### config.mk
export PLATFORM = sky130hd
export DESIGN_NAME = ls_mem_issue_arbiter
export DESIGN_NICKNAME = d
export VERILOG_FILES = /design/src/rtl/ls_pkg.sv /design/src/rtl/ls_arb_fifo.sv /design/src/rtl/ls_mem_issue_arbiter.sv
export SDC_FILE = /design/constraint.sdc
export NUM_CORES = 1
export LEC_CHECK = 0
export BUFFER_PORTS_ARGS = -buffer_cell sky130_fd_sc_hd__buf_4
export CAP_MARGIN = 20
export CORE_MARGIN = 2
export CORE_UTILIZATION = 55
export CTS_BUF_LIST = sky130_fd_sc_hd__clkbuf_8
export DETAILED_ROUTE_END_ITERATION = 7
export PLACE_DENSITY_LB_ADDON = 0.12
export SYNTH_ARGS = -nofsm -noshare
export SYNTH_HDL_FRONTEND = slang
export SYNTH_HIERARCHICAL = 1
export SYNTH_SLANG_ARGS = --single-unit
### constraint.sdc
create_clock -name clk -period 4.6 [get_ports clk]
set_clock_uncertainty 0.2 [all_clocks]
set_input_delay 0.92 -clock clk [delete_from_list [all_inputs] [get_ports clk]]
set_output_delay 0.92 -clock clk [all_outputs]
set_load 0.02 [all_outputs]
### src/rtl/ls_pkg.sv
// Shared load/store issue packet layout for the memory issue arbiter and its users.
package ls_pkg;

  localparam int unsigned LS_PKT_W     = 100;
  localparam int unsigned LS_IMM_LSB   = 0;
  localparam int unsigned LS_IMM_W     = 32;
  localparam int unsigned LS_VALID_BIT = 51;
  localparam int unsigned LS_INST_LSB  = 52;
  localparam int unsigned LS_INST_W    = 32;
  localparam int unsigned LS_OP1_LSB   = 84;
  localparam int unsigned LS_OPND_W    = 8;

endpackage

### src/rtl/ls_arb_fifo.sv
// Per-port issue FIFO. A push on a full FIFO only lands when the same edge pops.
module ls_arb_fifo #(
  parameter int unsigned DEPTH = 4,
  parameter int unsigned W     = 100,
  localparam int unsigned AW   = $clog2(DEPTH),
  localparam int unsigned CW   = AW + 1
) (
  input  logic          clk,
  input  logic          reset,
  input  logic          flush,
  input  logic          push,
  input  logic          pop,
  input  logic [W-1:0]  din,
  output logic [W-1:0]  dout,
  output logic [CW-1:0] count,
  output logic          full,
  output logic          empty
);

  logic [W-1:0]  mem_q [DEPTH];
  logic [AW-1:0] wr_ptr_q, rd_ptr_q;
  logic [CW-1:0] cnt_q;
  logic          do_push, do_pop;

  assign full    = (cnt_q == CW'(DEPTH));
  assign empty   = (cnt_q == '0);
  assign do_pop  = pop && !empty;
  assign do_push = push && (!full || do_pop);
  assign dout    = mem_q[rd_ptr_q];
  assign count   = cnt_q;

  always_ff @(posedge clk) begin
    if (!reset || flush) begin
      wr_ptr_q <= '0;
      rd_ptr_q <= '0;
      cnt_q    <= '0;
    end else begin
      if (do_push) wr_ptr_q <= wr_ptr_q + AW'(1);
      if (do_pop)  rd_ptr_q <= rd_ptr_q + AW'(1);
      unique case ({do_push, do_pop})
        2'b10:   cnt_q <= cnt_q + CW'(1);
        2'b01:   cnt_q <= cnt_q - CW'(1);
        default: cnt_q <= cnt_q;
      endcase
    end
  end

  // Storage needs no reset; occupancy is tracked by the pointers and count.
  always_ff @(posedge clk) begin
    if (do_push) mem_q[wr_ptr_q] <= din;
  end

endmodule

### src/rtl/ls_mem_issue_arbiter.sv
// Round-robin arbiter sharing the data-memory pipeline between load/store issue ports.
module ls_mem_issue_arbiter
  import ls_pkg::*;
#(
  parameter int unsigned NREQ  = 2,
  parameter int unsigned DEPTH = 4,
  parameter int unsigned PKT_W = LS_PKT_W,
  localparam int unsigned SEL_W = (NREQ > 1) ? $clog2(NREQ) : 1,
  localparam int unsigned CW    = $clog2(DEPTH) + 1
) (
  input  logic                  clk,
  input  logic                  reset,
  input  logic                  exception_sig,
  input  logic                  mret_sig,
  input  logic [NREQ*PKT_W-1:0] req_pkt,
  output logic [NREQ-1:0]       req_stall,
  output logic [NREQ-1:0]       req_overflow,
  output logic [PKT_W-1:0]      out_pkt,
  output logic                  out_valid,
  output logic [SEL_W-1:0]      out_src,
  input  logic                  mem_ready,
  output logic [NREQ*CW-1:0]    fifo_count
);

  logic             flush;
  logic [NREQ-1:0]  push, pop, full, empty;
  logic [PKT_W-1:0] head [NREQ];
  logic [CW-1:0]    cnt [NREQ];

  logic [PKT_W-1:0] out_pkt_q;
  logic             out_valid_q;
  logic [SEL_W-1:0] out_src_q, rr_ptr_q;
  logic [NREQ-1:0]  overflow_q;

  logic             free, found;
  logic [SEL_W-1:0] sel, sel_next;

  assign flush = exception_sig | mret_sig;

  for (genvar g = 0; g < NREQ; g++) begin : g_port
    assign push[g] = req_pkt[g*PKT_W + LS_VALID_BIT];

    ls_arb_fifo #(
      .DEPTH (DEPTH),
      .W     (PKT_W)
    ) u_fifo (
      .clk   (clk),
      .reset (reset),
      .flush (flush),
      .push  (push[g]),
      .pop   (pop[g]),
      .din   (req_pkt[g*PKT_W +: PKT_W]),
      .dout  (head[g]),
      .count (cnt[g]),
      .full  (full[g]),
      .empty (empty[g])
    );

    assign fifo_count[g*CW +: CW] = cnt[g];
    // Two slots of headroom absorb the packet already in flight from the RS.
    assign req_stall[g] = (cnt[g] >= CW'(DEPTH - 2));
  end

  assign free = !out_valid_q || mem_ready;

  always_comb begin
    int unsigned idx;
    found    = 1'b0;
    sel      = '0;
    sel_next = '0;
    pop      = '0;
    idx      = 0;
    for (int unsigned k = 0; k < NREQ; k++) begin
      idx = (int'(rr_ptr_q) + k) % NREQ;
      if (!found && !empty[idx]) begin
        found = 1'b1;
        sel   = SEL_W'(idx);
      end
    end
    sel_next = SEL_W'((int'(sel) + 1) % NREQ);
    if (free && found) pop[sel] = 1'b1;
  end

  always_ff @(posedge clk) begin
    if (!reset || flush) begin
      out_pkt_q   <= '0;
      out_valid_q <= 1'b0;
      out_src_q   <= '0;
      rr_ptr_q    <= '0;
      overflow_q  <= '0;
    end else begin
      if (free) begin
        if (found) begin
          out_pkt_q   <= head[sel];
          out_valid_q <= 1'b1;
          out_src_q   <= sel;
          rr_ptr_q    <= sel_next;
        end else begin
          out_valid_q <= 1'b0;
        end
      end
      overflow_q <= overflow_q | (push & full & ~pop);
    end
  end

  assign out_pkt      = out_pkt_q;
  assign out_valid    = out_valid_q;
  assign out_src      = out_src_q;
  assign req_overflow = overflow_q;

endmodule

# ---- Word-level counts from Yosys, hierarchy flattened
# Memories as Yosys holds them, arrays and structs flattened. A register that Yosys moved wholly into a read port is not among the register bits.
# Index checks and enable logic that the tools add are counted.
dict set report totals {
  memories 2
  inputBits 205
  ram_bits 800
  word_cells 90
  reg_bits 119
  out_inout_bits 112
}
# memory words width read_ports rd_ports_with_merged_regs write_ports line_no
set mem_list {}
lappend mem_list {{g_port[0].u_fifo.mem_q} 4 100 1 1 1 ls_arb_fifo.sv:20} ;# logic [W-1:0] mem_q [DEPTH];
lappend mem_list {{g_port[1].u_fifo.mem_q} 4 100 1 1 1 ls_arb_fifo.sv:20}
dict set report op_classes {
  n_mux 25
  n_reduce_logical 23
  addsub 10
  eq_ne 6
  bitwise_logic 6
  order_cmp 7
}
# op n
set ops {}
lappend ops {{2-to-1 mux 100 bit} 3}
lappend ops {{2-to-1 mux 1 bit} 14}
lappend ops {{one-hot mux 3 bit (2 select lines)} 2}
lappend ops {{2-to-1 mux 2 bit} 5}
lappend ops {{adder 2 x 1 -> 2 bit (second input constant)} 4}
lappend ops {{logical AND 1 bit} 7}
lappend ops {{logical NOT 1 bit} 7}
lappend ops {{adder 3 x 1 -> 3 bit (second input constant)} 2}
lappend ops {{== test 3 bit (second input constant)} 2}
lappend ops {{greater-or-equal comparator 3 x 2 -> 1 bit (second input constant)} 2}
lappend ops {{logical NOT 3 bit} 2}
lappend ops {{< comparator 1 x 2 -> 1 bit (second input constant)} 3}
lappend ops {{subtractor 3 x 1 -> 3 bit (second input constant)} 2}
lappend ops {{AND 2 bit} 2}
lappend ops {{== test 2 x 1 -> 1 bit (second input constant)} 2}
lappend ops {{== test 2 bit (second input constant)} 2}
lappend ops {{logical OR 1 bit} 4}
lappend ops {{nonzero test 2 bit} 2}
lappend ops {{adder 1 bit (second input constant)} 2}
lappend ops {{greater-or-equal comparator 2 bit (second input constant)} 1}
lappend ops {{inverter 1 -> 2 bit} 1}
lappend ops {{inverter 2 bit} 1}
lappend ops {{OR 2 bit} 1}
lappend ops {{AND reduction 2 bit} 1}
lappend ops {{3 further kinds} 3}

# ---- Longest topological paths before layout
# Gate-level depths: netlist (run 1).
dict set report logic_depth {
  depth_word 16
  depth_mapped 16
  ltp_nobuf 13
}

# ---- Cells and area by module
# Netlist (run 1), hierarchy kept.
# module area_each_um2 n_inst cells_each seq_area_each_um2
set modules_own_cells {}
lappend modules_own_cells {ls_arb_fifo 14866.8 2 577 12191.7}
lappend modules_own_cells {ls_mem_issue_arbiter 5270.1 1 621 2102.0}

# ---- Worst setup path after synthesis (run 1)
# Ideal clock, no wire load.
dict set report synth_path {
  path_kind {in2reg}
  startpoint {input mem_ready}
  endpoint {memory g_port[0].u_fifo.mem_q[3][0] (enable)}
  setup_slack_ns -0.292
  t_arrival_ns 4.221
  setup_ns 0.471
  path_stages 7
  n_path_buf 2
  required_time_ns 3.929
  path_cell_list {and2b_4 buf_6 or3_1 inv_1 or4b_4 buf_6 and3_1}
}
dict set report synth_via {
  elab_chain_cells 8
}
# item line_no
set synth_rtl {}
lappend synth_rtl {{from (decl)} ls_mem_issue_arbiter.sv:21} ;# input logic mem_ready,
lappend synth_rtl {{logical OR 1 bit} ls_mem_issue_arbiter.sv:64} ;# assign free = !out_valid_q || mem_ready;
lappend synth_rtl {{logical AND 1 bit} ls_mem_issue_arbiter.sv:81} ;# if (free && found) pop[sel] = 1'b1;
lappend synth_rtl {{2-to-1 mux 2 bit} ls_mem_issue_arbiter.sv:81}
lappend synth_rtl {{via pop[0]} ls_mem_issue_arbiter.sv:26} ;# logic [NREQ-1:0] push, pop, full, empty;
lappend synth_rtl {{logical AND 1 bit} ls_arb_fifo.sv:27} ;# assign do_pop = pop && !empty;
lappend synth_rtl {{logical OR 1 bit} ls_arb_fifo.sv:28} ;# assign do_push = push && (!full || do_pop);
lappend synth_rtl {{logical AND 1 bit} ls_arb_fifo.sv:28}
lappend synth_rtl {{2-to-1 mux 1 bit} ls_arb_fifo.sv:50} ;# if (do_push) mem_q[wr_ptr_q] <= din;
lappend synth_rtl {{2-to-1 mux 1 bit (not written as such)} ls_arb_fifo.sv:50}
lappend synth_rtl {{to (decl)} ls_arb_fifo.sv:20}
# The timed path passes the listed nets, and every way through them passes these cells.

# ---- Final worst setup path (run 1)
dict set report layout_path {
  startpoint {register g_port[1].u_fifo.cnt_q[1]}
  endpoint {register g_port[1].u_fifo.cnt_q[2]}
}
dict set report layout_via {
  elab_chain_cells 16
  word_cells_on_any_way 30
  classes_between {2 x add/sub; 2 x order compare; 3 x eq/ne; 12 x mux; 11 x reduce/logical}
}
# item line_no
set layout_rtl {}
lappend layout_rtl {{from (decl)} ls_arb_fifo.sv:22} ;# logic [CW-1:0] cnt_q;
lappend layout_rtl {{from (signal assigned)} ls_arb_fifo.sv:41} ;# 2'b10: cnt_q <= cnt_q + CW'(1);
lappend layout_rtl {{from (signal assigned)} ls_arb_fifo.sv:42} ;# 2'b01: cnt_q <= cnt_q - CW'(1);
lappend layout_rtl {{from (signal assigned)} ls_arb_fifo.sv:43} ;# default: cnt_q <= cnt_q;
lappend layout_rtl {{logical NOT 3 bit (*)} ls_arb_fifo.sv:26} ;# assign empty = (cnt_q == '0);
lappend layout_rtl {{via empty[1]} ls_mem_issue_arbiter.sv:26}
lappend layout_rtl {{2-to-1 mux 1 bit (not written as such) (2 in a row)} ls_mem_issue_arbiter.sv:75} ;# if (!found && !empty[idx]) begin
lappend layout_rtl {{logical NOT 1 bit} ls_mem_issue_arbiter.sv:75}
lappend layout_rtl {{logical AND 1 bit} ls_mem_issue_arbiter.sv:75}
lappend layout_rtl {{2-to-1 mux 1 bit} ls_mem_issue_arbiter.sv:75}
lappend layout_rtl {{< comparator 1 x 2 -> 1 bit (not written as such) / greater-or-equal comparator 1 bit (equally long branches)} ls_mem_issue_arbiter.sv:81}
lappend layout_rtl {{logical AND 1 bit (not written as such)} ls_mem_issue_arbiter.sv:81}
lappend layout_rtl {{2-to-1 mux 1 bit (not written as such)} ls_mem_issue_arbiter.sv:81}
lappend layout_rtl {{demux 1 bit (select 1 bit)} ls_mem_issue_arbiter.sv:81}
lappend layout_rtl {{2-to-1 mux 2 bit (*)} ls_mem_issue_arbiter.sv:81}
lappend layout_rtl {{via pop[1]} ls_mem_issue_arbiter.sv:26}
lappend layout_rtl {{logical AND 1 bit (*)} ls_arb_fifo.sv:27}
lappend layout_rtl {{logical OR 1 bit} ls_arb_fifo.sv:28}
lappend layout_rtl {{logical AND 1 bit} ls_arb_fifo.sv:28}
lappend layout_rtl {{== test 2 x 1 -> 1 bit / == test 2 bit (equally long branches)} ls_arb_fifo.sv:40} ;# unique case ({do_push, do_pop})
lappend layout_rtl {{one-hot mux 3 bit (2 select lines) / nonzero test 2 bit (equally long branches)} --}
# Mark *: on every way through the listed nets, which the timed path passes. The rest lies on a longest branch. The select of a mux whose other input is x is not followed.
# A chain may end at the register's enable or synchronous reset.

==> tab_implementation.tex, run 1 <==
\begin{tabular}{lr}
\hline
Metric & Value \\
\hline
\multicolumn{2}{l}{\textbf{Drt}} \\
Number of nets still failing antenna checks after routing & 0 \\
Wire length after detailed routing & 83840 µm \\
Ratio of routed vias to standard cells & 6.087 \\
Overall via count from detail\_route & 19060 \\
DRC violations left & 0 \\
Routed length per instance & 26.78 µm \\
Initial detailed-routing violation count & 1621 \\
First-pass DRT Iterations & 7 \\
\multicolumn{2}{l}{\textbf{Yosys}} \\
Commonest register cell after synthesis & edfxtp\_1 \\
Fraction of post-synthesis cell area in the top cell type by area & 68.63\% \\
Top cells by area, synth & edfxtp\_1, mux4\_2, dfxtp\_1 \\
Nets in the synthesized netlist & 1992 \\
Synthesized-area fraction occupied by ao, oa, aoi and oai cells & 3.753\% \\
Share of synthesized cell area in and, or, nand and nor gates & 4.901\% \\
Dominant cell type by area after synthesis & edfxtp\_1 \\
Largest family of logic cells by synthesized area & multiplexers \\
Syn Std Cell Area & 35000 µm² \\
Number of flops mapped to enable cells by yosys & 800 \\
Yosys cell types & 37 \\
Multiplexer share of the synthesized area & 12.87\% \\
Synth Area per Inst & 19.72 µm² \\
Top cells by count, synth & edfxtp\_1, mux4\_2, dfxtp\_1 \\
Fraction of registers with async set/reset & 0\% \\
Post-Synth Adder-Cell Area & 0.4718\% \\
Number of warnings printed during yosys synthesis & 6 \\
Cell with the most instances after synthesis & edfxtp\_1 \\
Xor and xnor fraction of the mapped netlist area & 0.1001\% \\
Cell count after synthesis & 1775 \\
Share of the yosys chip area belonging to registers & 75.66\% \\
Number of storage elements in the synthesis netlist & 923 \\
\multicolumn{2}{l}{\textbf{Die}} \\
Chip height & 256.3 µm \\
Core region area & 62970 µm² \\
I/O pin count & 317 \\
Die width & 256.3 µm \\
Number of rows in the core area & 92 \\
Die ar. & 65680 µm² \\
Starting utilization of the core area & 55.59\% \\
\multicolumn{2}{l}{\textbf{Worst setup path}} \\
Largest driver fanout on the critical path & 8 \\
Data arrival time at the worst-slack endpoint & 4180 ps \\
Endpoint required time on the critical path & 5100 ps \\
Critical Path Source Type & flop \\
Sum of buffers and inverters on the critical path & 3 \\
Top Family by Delay on Critical Path & simple AND/OR/NAND/NOR gates \\
Type of element capturing the critical path & flop \\
Crit path top cell by count & inv\_1 \\
Critical Setup Path Class & flop to flop \\
Master of the slowest instance on the critical path & nor3\_1 \\
Cell chain of the critical path & nor3\_1, o21ba\_4, nand2\_1, inv\_1, or4b\_4, and2\_4, inv\_1, ha\_1, inv\_1, fa\_1, xor2\_1, or3\_1, a21oi\_1 \\
CP peak stage delay & 630 ps \\
\multicolumn{2}{l}{\textbf{Clocking}} \\
TritonCTS clock tree & yes \\
Later-pin clock latency in the skew report & 780 ps \\
Worst-case clock buffer depth & 3 \\
CTS resizes & 0 \\
Number of setup buffers added after CTS & 0 \\
Number of buffers created by CTS & 150 \\
CTS Hold Bufs & 0 \\
Clock root cell & clkbuf\_8 \\
Clock slew at the register clock pins of the worst setup and hold paths & 60 ps \\
Clock sink count & 923 \\
H-tree depth reported by CTS & 4 \\
\multicolumn{2}{l}{\textbf{Power and ir drop}} \\
Pwr/cell area & 400.6 nW/µm² \\
Leakage & 0.01342 µW \\
Largest voltage drop on the vdd net & 0.3489 mV \\
\multicolumn{2}{l}{\textbf{Cells and area}} \\
Layout Utilization & 65.28\% \\
Area growth syn-to-layout & 17.43\% \\
Total non-filler cell area in the finished layout & 41110 µm² \\
Final layout net count & 2362 \\
Number of fill cells in the layout & 4338 \\
Area occupied by multi-input gates & 7794 µm² \\
Register cell area after layout & 26500 µm² \\
Share of final-layout standard cells stronger than drive strength 1 & 34.08\% \\
\multicolumn{2}{l}{\textbf{Timing}} \\
Slew Limit Fails & 0 \\
Maximum clock frequency & 271.7 MHz \\
Setup repair after global routing missed its margin & false \\
Setup total negative slack & 0 ps \\
Post-Route Hold Slack & 124.8 ps \\
Final period demand of the worst path & 3680 ps \\
Hold violation count in the final report & 0 \\
Period utilization & 80.00\% \\
Worst-margin pin slew & 1163 ps \\
Final setup vio count & 0 \\
Tightest slew margin relative to the limit & 22.49\% \\
\multicolumn{2}{l}{\textbf{Global route}} \\
Residual overflow from global routing & 0 \\
Via count of the first global-routing pass & 20020 \\
All-Layer GR Usage & 25.82\% \\
Pin count of the biggest net entering global routing & 203 \\
Global-route wire length before repair & 125000 µm \\
Antenna violations before repair & 19 \\
\multicolumn{2}{l}{\textbf{Place}} \\
Final GP Congestion & 0.7724 \\
Post-detailed-placement cell area & 38240 µm² \\
Detail Placement HPWL & 47840 µm \\
Port Buffer Count & 316 \\
\multicolumn{2}{l}{\textbf{Run status}} \\
Result of the run & completed \\
\multicolumn{2}{l}{\textbf{Run}} \\
\# Max-Cap Violations & 0 \\
\multicolumn{2}{l}{\textbf{Worst hold path}} \\
Type of the most critical hold path & input pin to flop \\
\hline
\end{tabular}
## through the flow
stage	std cells	total power [µW]	worst slack, ps
after floorplan	1775	9723	786.6
after global placement	2839	10030	872.3
after detailed placement	2839	10060	861.5
after CTS	3117	16610	922.2
after global routing	3127	17050	680.2
final	3131	16470	920.0
## power breakdown
part,internal [µW],switching (µW)
combinational,270,322
sequential,9250,37.1
clock,3440,3150
## routing by layer
layer	GRT usage (%)	routed length [µm]	part of all wire, %
met5	0	71	0.085
met4	9.389	2149	2.6
met3	6.692	6654	7.9
met2	41.31	41310	49
met1	34.62	33660	40
## path summary, 6_finish.rpt
kind	startpoint	to	slack [ps]	cells after the start
max	g_port[1].u_fifo/count[1]$_SDFFE_PP0P_	g_port[1].u_fifo/count[2]$_SDFFE_PP0P_	920	13
max reg2reg	g_port[1].u_fifo/count[1]$_SDFFE_PP0P_	g_port[1].u_fifo/count[2]$_SDFFE_PP0P_	920	13
min	req_pkt[102]	g_port[1].u_fifo/mem_q[0][2]$_DFFE_PP_	120	1
min reg2reg	req_overflow[1]$_SDFF_PP0_	req_overflow[1]$_SDFF_PP0_	270	2
## layout by cell type, fill, tap and decap left out, types with 13 or more instances in the layout
cell type	n
mux4_2	200
clkbuf_8	170
o21ai_0	108
buf_4	339
edfxtp_1	800
a21oi_1	13
clkinv_1	17
clkinv_2	13
nand3_1	102
inv_1	84
nand4b_1	100
diode_2	14
dfxtp_1	119
a31oi_1	100
buf_12	14
## cells by family (layout without fill, tap and decap cells)
group,Yosys count,count (layout)
flops,923,923
simple gates,254,254
compound gates,230,230
mux,200,200
buf+inv,152,648
fa+ha+maj,12,12
xor+xnor,4,4
other cells,0,14
## cell type report
type                    count  area share [%]
inverters                  17          0.1552
diodes                     14         0.08523
flip-flops and latches    923           64.47
repair buffers            353           6.873
clock inverters           108           1.190
clock buffers             170           5.692
well taps                 846           2.575
multi-input cells         700           18.96
## sequential cells by signal, summed over array words and instances (netlist names), named ones only
name,flops
g_port.u_fifo/rd_ptr_q,4
out_pkt,100
req_overflow,2
g_port.u_fifo/count,6
g_port.u_fifo/wr_ptr_q,4
out_valid,1
g_port.u_fifo/mem_q,800
out_src,1
rr_ptr_q,1
(Power assumes the default switching activity.)
==> inputs of run 2 (changes only) <==
ABC_AREA = 1   (was not set)
CORE_UTILIZATION = 56   (was 55)
clock period = 3.3 ns   (was 4.6 ns; I/O delays follow)
==> run 2 against run 1 <==
  * First-iteration DRC count grew 43%
  * Synthesized cell count grew 63%
  * Area after synthesis grew 4.6%
  * Sequential share of layout area shrank 4.7 points
  * Highest routed layer unchanged
  * Wire length grew 15%
==> tab_implementation.tex, run 2 <==
\begin{tabular}{lr}
\hline
Metric & Value \\
\hline
\multicolumn{2}{l}{\textbf{Yosys}} \\
Yosys cell types & 32 (-14\%) \\
Number of flops mapped to enable cells by yosys & 800 (unchanged) \\
Number of storage elements in the synthesis netlist & 923 (unchanged) \\
Top cells by area, synth & edfxtp\_1, dfxtp\_1, nor2\_1 \\
Top cells by count, synth & edfxtp\_1, nor2\_1, nand2\_1 \\
Dominant cell type by area after synthesis & edfxtp\_1 \\
Fraction of post-synthesis cell area in the top cell type by area & 65.62\% (-3.0 points) \\
Synth Area per Inst & 12.65 µm² (-36\%) \\
Syn Std Cell Area & 36610 µm² (+4.6\%) \\
Share of the yosys chip area belonging to registers & 72.35\% (-3.3 points) \\
Fraction of registers with async set/reset & 0\% (unchanged) \\
Cell with the most instances after synthesis & edfxtp\_1 \\
Cell count after synthesis & 2894 (+63\%) \\
Number of warnings printed during yosys synthesis & 6 (unchanged) \\
Commonest register cell after synthesis & edfxtp\_1 \\
Nets in the synthesized netlist & 3111 (+56\%) \\
\multicolumn{2}{l}{\textbf{Worst setup path}} \\
Cell depth of the worst flop-to-flop path & 18 (+5) \\
Crit path top cell by count & nand2\_1 \\
RR Startpoint & g\_port[0].u\_fifo/count[0]\$\_SDFFE\_PP0P\_ \\
Master of the slowest instance on the critical path & fa\_1 \\
Type of element capturing the critical path & flop \\
Endpoint required time on the critical path & 3790 ps (-1310 ps) \\
Data arrival time at the worst-slack endpoint & 3210 ps (-970 ps) \\
Critical Path Source Type & flop \\
CP peak stage delay & 390 ps (-240 ps) \\
Sum of buffers and inverters on the critical path & 4 (+1) \\
Critical register-to-register path endpoint & g\_port[0].u\_fifo/count[2]\$\_SDFFE\_PP0P\_ \\
Top Family by Delay on Critical Path & simple AND/OR/NAND/NOR gates \\
Minimum setup slack among reg-to-reg paths & 580 ps (-340 ps) \\
Cell chain of the critical path & nor2\_4, nand2\_2, inv\_2, nand2\_1, o21a\_4, nand2\_4, inv\_4, inv\_2, nand3\_4, nand2\_8, ha\_1, inv\_1, fa\_1, nand2\_1, nand3\_1, nand2\_1, nand2\_1, nor2\_1 \\
Critical Setup Path Class & flop to flop \\
Largest driver fanout on the critical path & 5 (-3) \\
\multicolumn{2}{l}{\textbf{Global route}} \\
Antenna violations before repair & 12 (-7) \\
Global-route wire length before repair & 144600 µm (+16\%) \\
Via count of the first global-routing pass & 25300 (+26\%) \\
All-Layer GR Usage & 28.46\% (+2.6 points) \\
Pin count of the biggest net entering global routing & 201 (-0.99\%) \\
Residual overflow from global routing & 0 (unchanged) \\
\multicolumn{2}{l}{\textbf{Worst hold path}} \\
Type of the most critical hold path & input pin to flop \\
Startpoint of the most critical hold path & reset \\
Hold worst-path end & g\_port[0].u\_fifo/count[2]\$\_SDFFE\_PP0P\_ \\
Depth of the worst hold-timing path & 5 (+4) \\
\multicolumn{2}{l}{\textbf{Die}} \\
Number of rows in the core area & 93 (+1.1\%) \\
I/O pin count & 317 (unchanged) \\
Die width & 259.7 µm (+1.3\%) \\
Chip height & 259.7 µm (+1.3\%) \\
Core region area & 64580 µm² (+2.6\%) \\
Starting utilization of the core area & 56.69\% (+1.1 points) \\
Die ar. & 67430 µm² (+2.7\%) \\
\multicolumn{2}{l}{\textbf{Power and ir drop}} \\
Clock group share of total power & 38.8\% (-1.2 points) \\
Pwr/cell area & 530.8 nW/µm² (+32\%) \\
Leakage & 0.01609 µW (+20\%) \\
Net Sw Frac & 22.47\% (+1.1 points) \\
Register share of total power & 55.2\% (-1.2 points) \\
NetSw & 5289 µW (+51\%) \\
Logic pwr share & 6.0\% (+2.4 points) \\
Total internal power & 18250 µW (+41\%) \\
Largest voltage drop on the vdd net & 0.3428 mV (-1.7\%) \\
\multicolumn{2}{l}{\textbf{Timing}} \\
Slew Limit Fails & 0 (unchanged) \\
Final period demand of the worst path & 2723 ps (-957.1 ps) \\
Period utilization & 82.51\% (+2.5 points) \\
Post-Route Hold Slack & 171.2 ps (+46.42 ps) \\
Final setup vio count & 0 (unchanged) \\
Tightest slew margin relative to the limit & 38.33\% (+16 points) \\
Setup repair after global routing missed its margin & false \\
Worst Slack Setup Final & 577.1 ps (-342.9 ps) \\
Maximum clock frequency & 367.3 MHz (+35\%) \\
Hold violation count in the final report & 0 (unchanged) \\
Worst-margin pin slew & 925.1 ps (-237.6 ps) \\
\multicolumn{2}{l}{\textbf{Clocking}} \\
CTS resizes & 0 (unchanged) \\
Clock root cell & clkbuf\_8 \\
H-tree depth reported by CTS & 4 (unchanged) \\
Later-pin clock latency in the skew report & 780 ps (about the same) \\
TritonCTS clock tree & yes \\
Clock slew at the register clock pins of the worst setup and hold paths & 60 ps (about the same) \\
Clock sink count & 923 (unchanged) \\
Worst-case clock buffer depth & 3 (unchanged) \\
Number of buffers created by CTS & 149 (-0.67\%) \\
\multicolumn{2}{l}{\textbf{Drt}} \\
Number of nets still failing antenna checks after routing & 0 (unchanged) \\
Overall via count from detail\_route & 25210 (+32\%) \\
Wire length after detailed routing & 96080 µm (+15\%) \\
DRC violations left & 0 (unchanged) \\
Initial detailed-routing violation count & 2315 (+43\%) \\
Routed length per instance & 21.80 µm (-19\%) \\
First-pass DRT Iterations & 7 (unchanged) \\
Ratio of routed vias to standard cells & 5.719 (-6.0\%) \\
\multicolumn{2}{l}{\textbf{Place}} \\
Placement-stage worst setup slack & 409.2 ps (-452.3 ps) \\
Port Buffer Count & 316 (unchanged) \\
Detail Placement HPWL & 52620 µm (+10\%) \\
Final GP Congestion & 0.8116 (+5.1\%) \\
Number of instances in the placed design & 3919 (+38\%) \\
Post-detailed-placement cell area & 39490 µm² (+3.3\%) \\
\multicolumn{2}{l}{\textbf{Cells and area}} \\
Top reg by flops & g\_port.u\_fifo/mem\_q \\
Final Non-Filler Cells & 4408 (+41\%) \\
Number of fill cells in the layout & 4691 (+8.1\%) \\
Area growth syn-to-layout & 21.15\% \\
Most common library cell in the layout ignoring fill and taps & edfxtp\_1 \\
Final layout net count & 3633 (+54\%) \\
Commonest cells after routing, fill and taps aside & edfxtp\_1, nor2\_1, nand2\_1, buf\_4, o21ai\_0 \\
Share of final-layout standard cells stronger than drive strength 1 & 21.75\% (-12 points) \\
Total non-filler cell area in the finished layout & 44350 µm² (+7.9\%) \\
Max FFs per register & 800 (unchanged) \\
\multicolumn{2}{l}{\textbf{Run}} \\
\# Max-Cap Violations & 0 (unchanged) \\
\multicolumn{2}{l}{\textbf{Run status}} \\
Result of the run & completed \\
\hline
\end{tabular}
run 2: how the worst max path moves through the flow:
stage,cells after the start,to,startpoint
after detailed placement,15,g_port[1].u_fifo/count[2]$_SDFFE_PP0P_,mem_ready
after global routing,18,g_port[0].u_fifo/count[2]$_SDFFE_PP0P_,g_port[1].u_fifo/count[0]$_SDFFE_PP0P_
final,18,g_port[0].u_fifo/count[2]$_SDFFE_PP0P_,g_port[0].u_fifo/count[0]$_SDFFE_PP0P_
after floorplan,8,g_port[0].u_fifo/mem_q[0][0]$_DFFE_PP_,mem_ready
after global placement,16,g_port[1].u_fifo/count[2]$_SDFFE_PP0P_,mem_ready
after CTS,19,g_port[0].u_fifo/count[2]$_SDFFE_PP0P_,g_port[1].u_fifo/count[0]$_SDFFE_PP0P_
run 2: cell families (layout without fill, tap and decap cells):
| kind of cell | Yosys count | after routing | share of synthesized area (%) |
|---|---|---|---|
| adders and majority gates | 12 | 12 | 0.4511 |
| other | 0 | 13 | 0 |
| buffers and inverters | 253 | 899 | 4.771 |
| DFF | 923 | 923 | 72.35 |
| and+or+nand+nor | 987 | 987 | 11.04 |
| AOI/OAI and AO/OA | 719 | 719 | 11.39 |
run 2: final cells by class:
| type | instances | area, µm² | share of cell area (%) |
|---|---|---|---|
| diodes | 13 | 32.53 | 0.07335 |
| clock buffers | 172 | 2367 | 5.337 |
| clock inverters | 103 | 450.4 | 1.016 |
| inverters | 57 | 239.0 | 0.5388 |
| multi-input cells | 1718 | 8573 | 19.33 |
| flip-flops and latches | 923 | 26520 | 59.80 |
| well taps | 855 | 1070 | 2.412 |
| repair buffers | 567 | 5097 | 11.49 |
run 2: stage by stage:
step	util, %	power, µW	TNS, ps
6_report	68.68	23540	0
5_1_grt	68.66	24310	0
4_1_cts	68.63	23710	0
3_5_place_dp	61.15	14420	0
3_3_place_gp	61.15	14380	0
2_1_floorplan	-	13870	-47260
run 2: layer usage:
metal	vias up	part of all wire [%]	global-route usage [%]	routed length [µm]
li1	11520	-	-	-
met3	172	8.1	6.355	7805
met4	8	2.5	10.50	2369
met5	-	0.051	0	49
met1	12470	41	37.27	39180
met2	1042	49	46.90	46670
run 2: tightest hold or removal path: cells and delay by family:
kind / cells / cell delay (ps)
and+or+nand+nor: 3 / 240
buffers and inverters: 2 / 200
run 2: power groups by stage:
| stage | sequential, µW | clock [µW] | combinational [µW] |
|---|---|---|---|
| after floorplan | 13300 | 0 | 610 |
| after global placement | 13200 | 0 | 1150 |
| after detailed placement | 13200 | 0 | 1180 |
| after CTS | 13000 | 9310 | 1400 |
| after global routing | 13000 | 9780 | 1520 |
| final | 13000 | 9130 | 1410 |
run 2: repair_timing:
action                    4_1_cts  5_1_grt
hold endpoints to repair      801        0
buffers inserted                0        0
hold buffers                  201        0
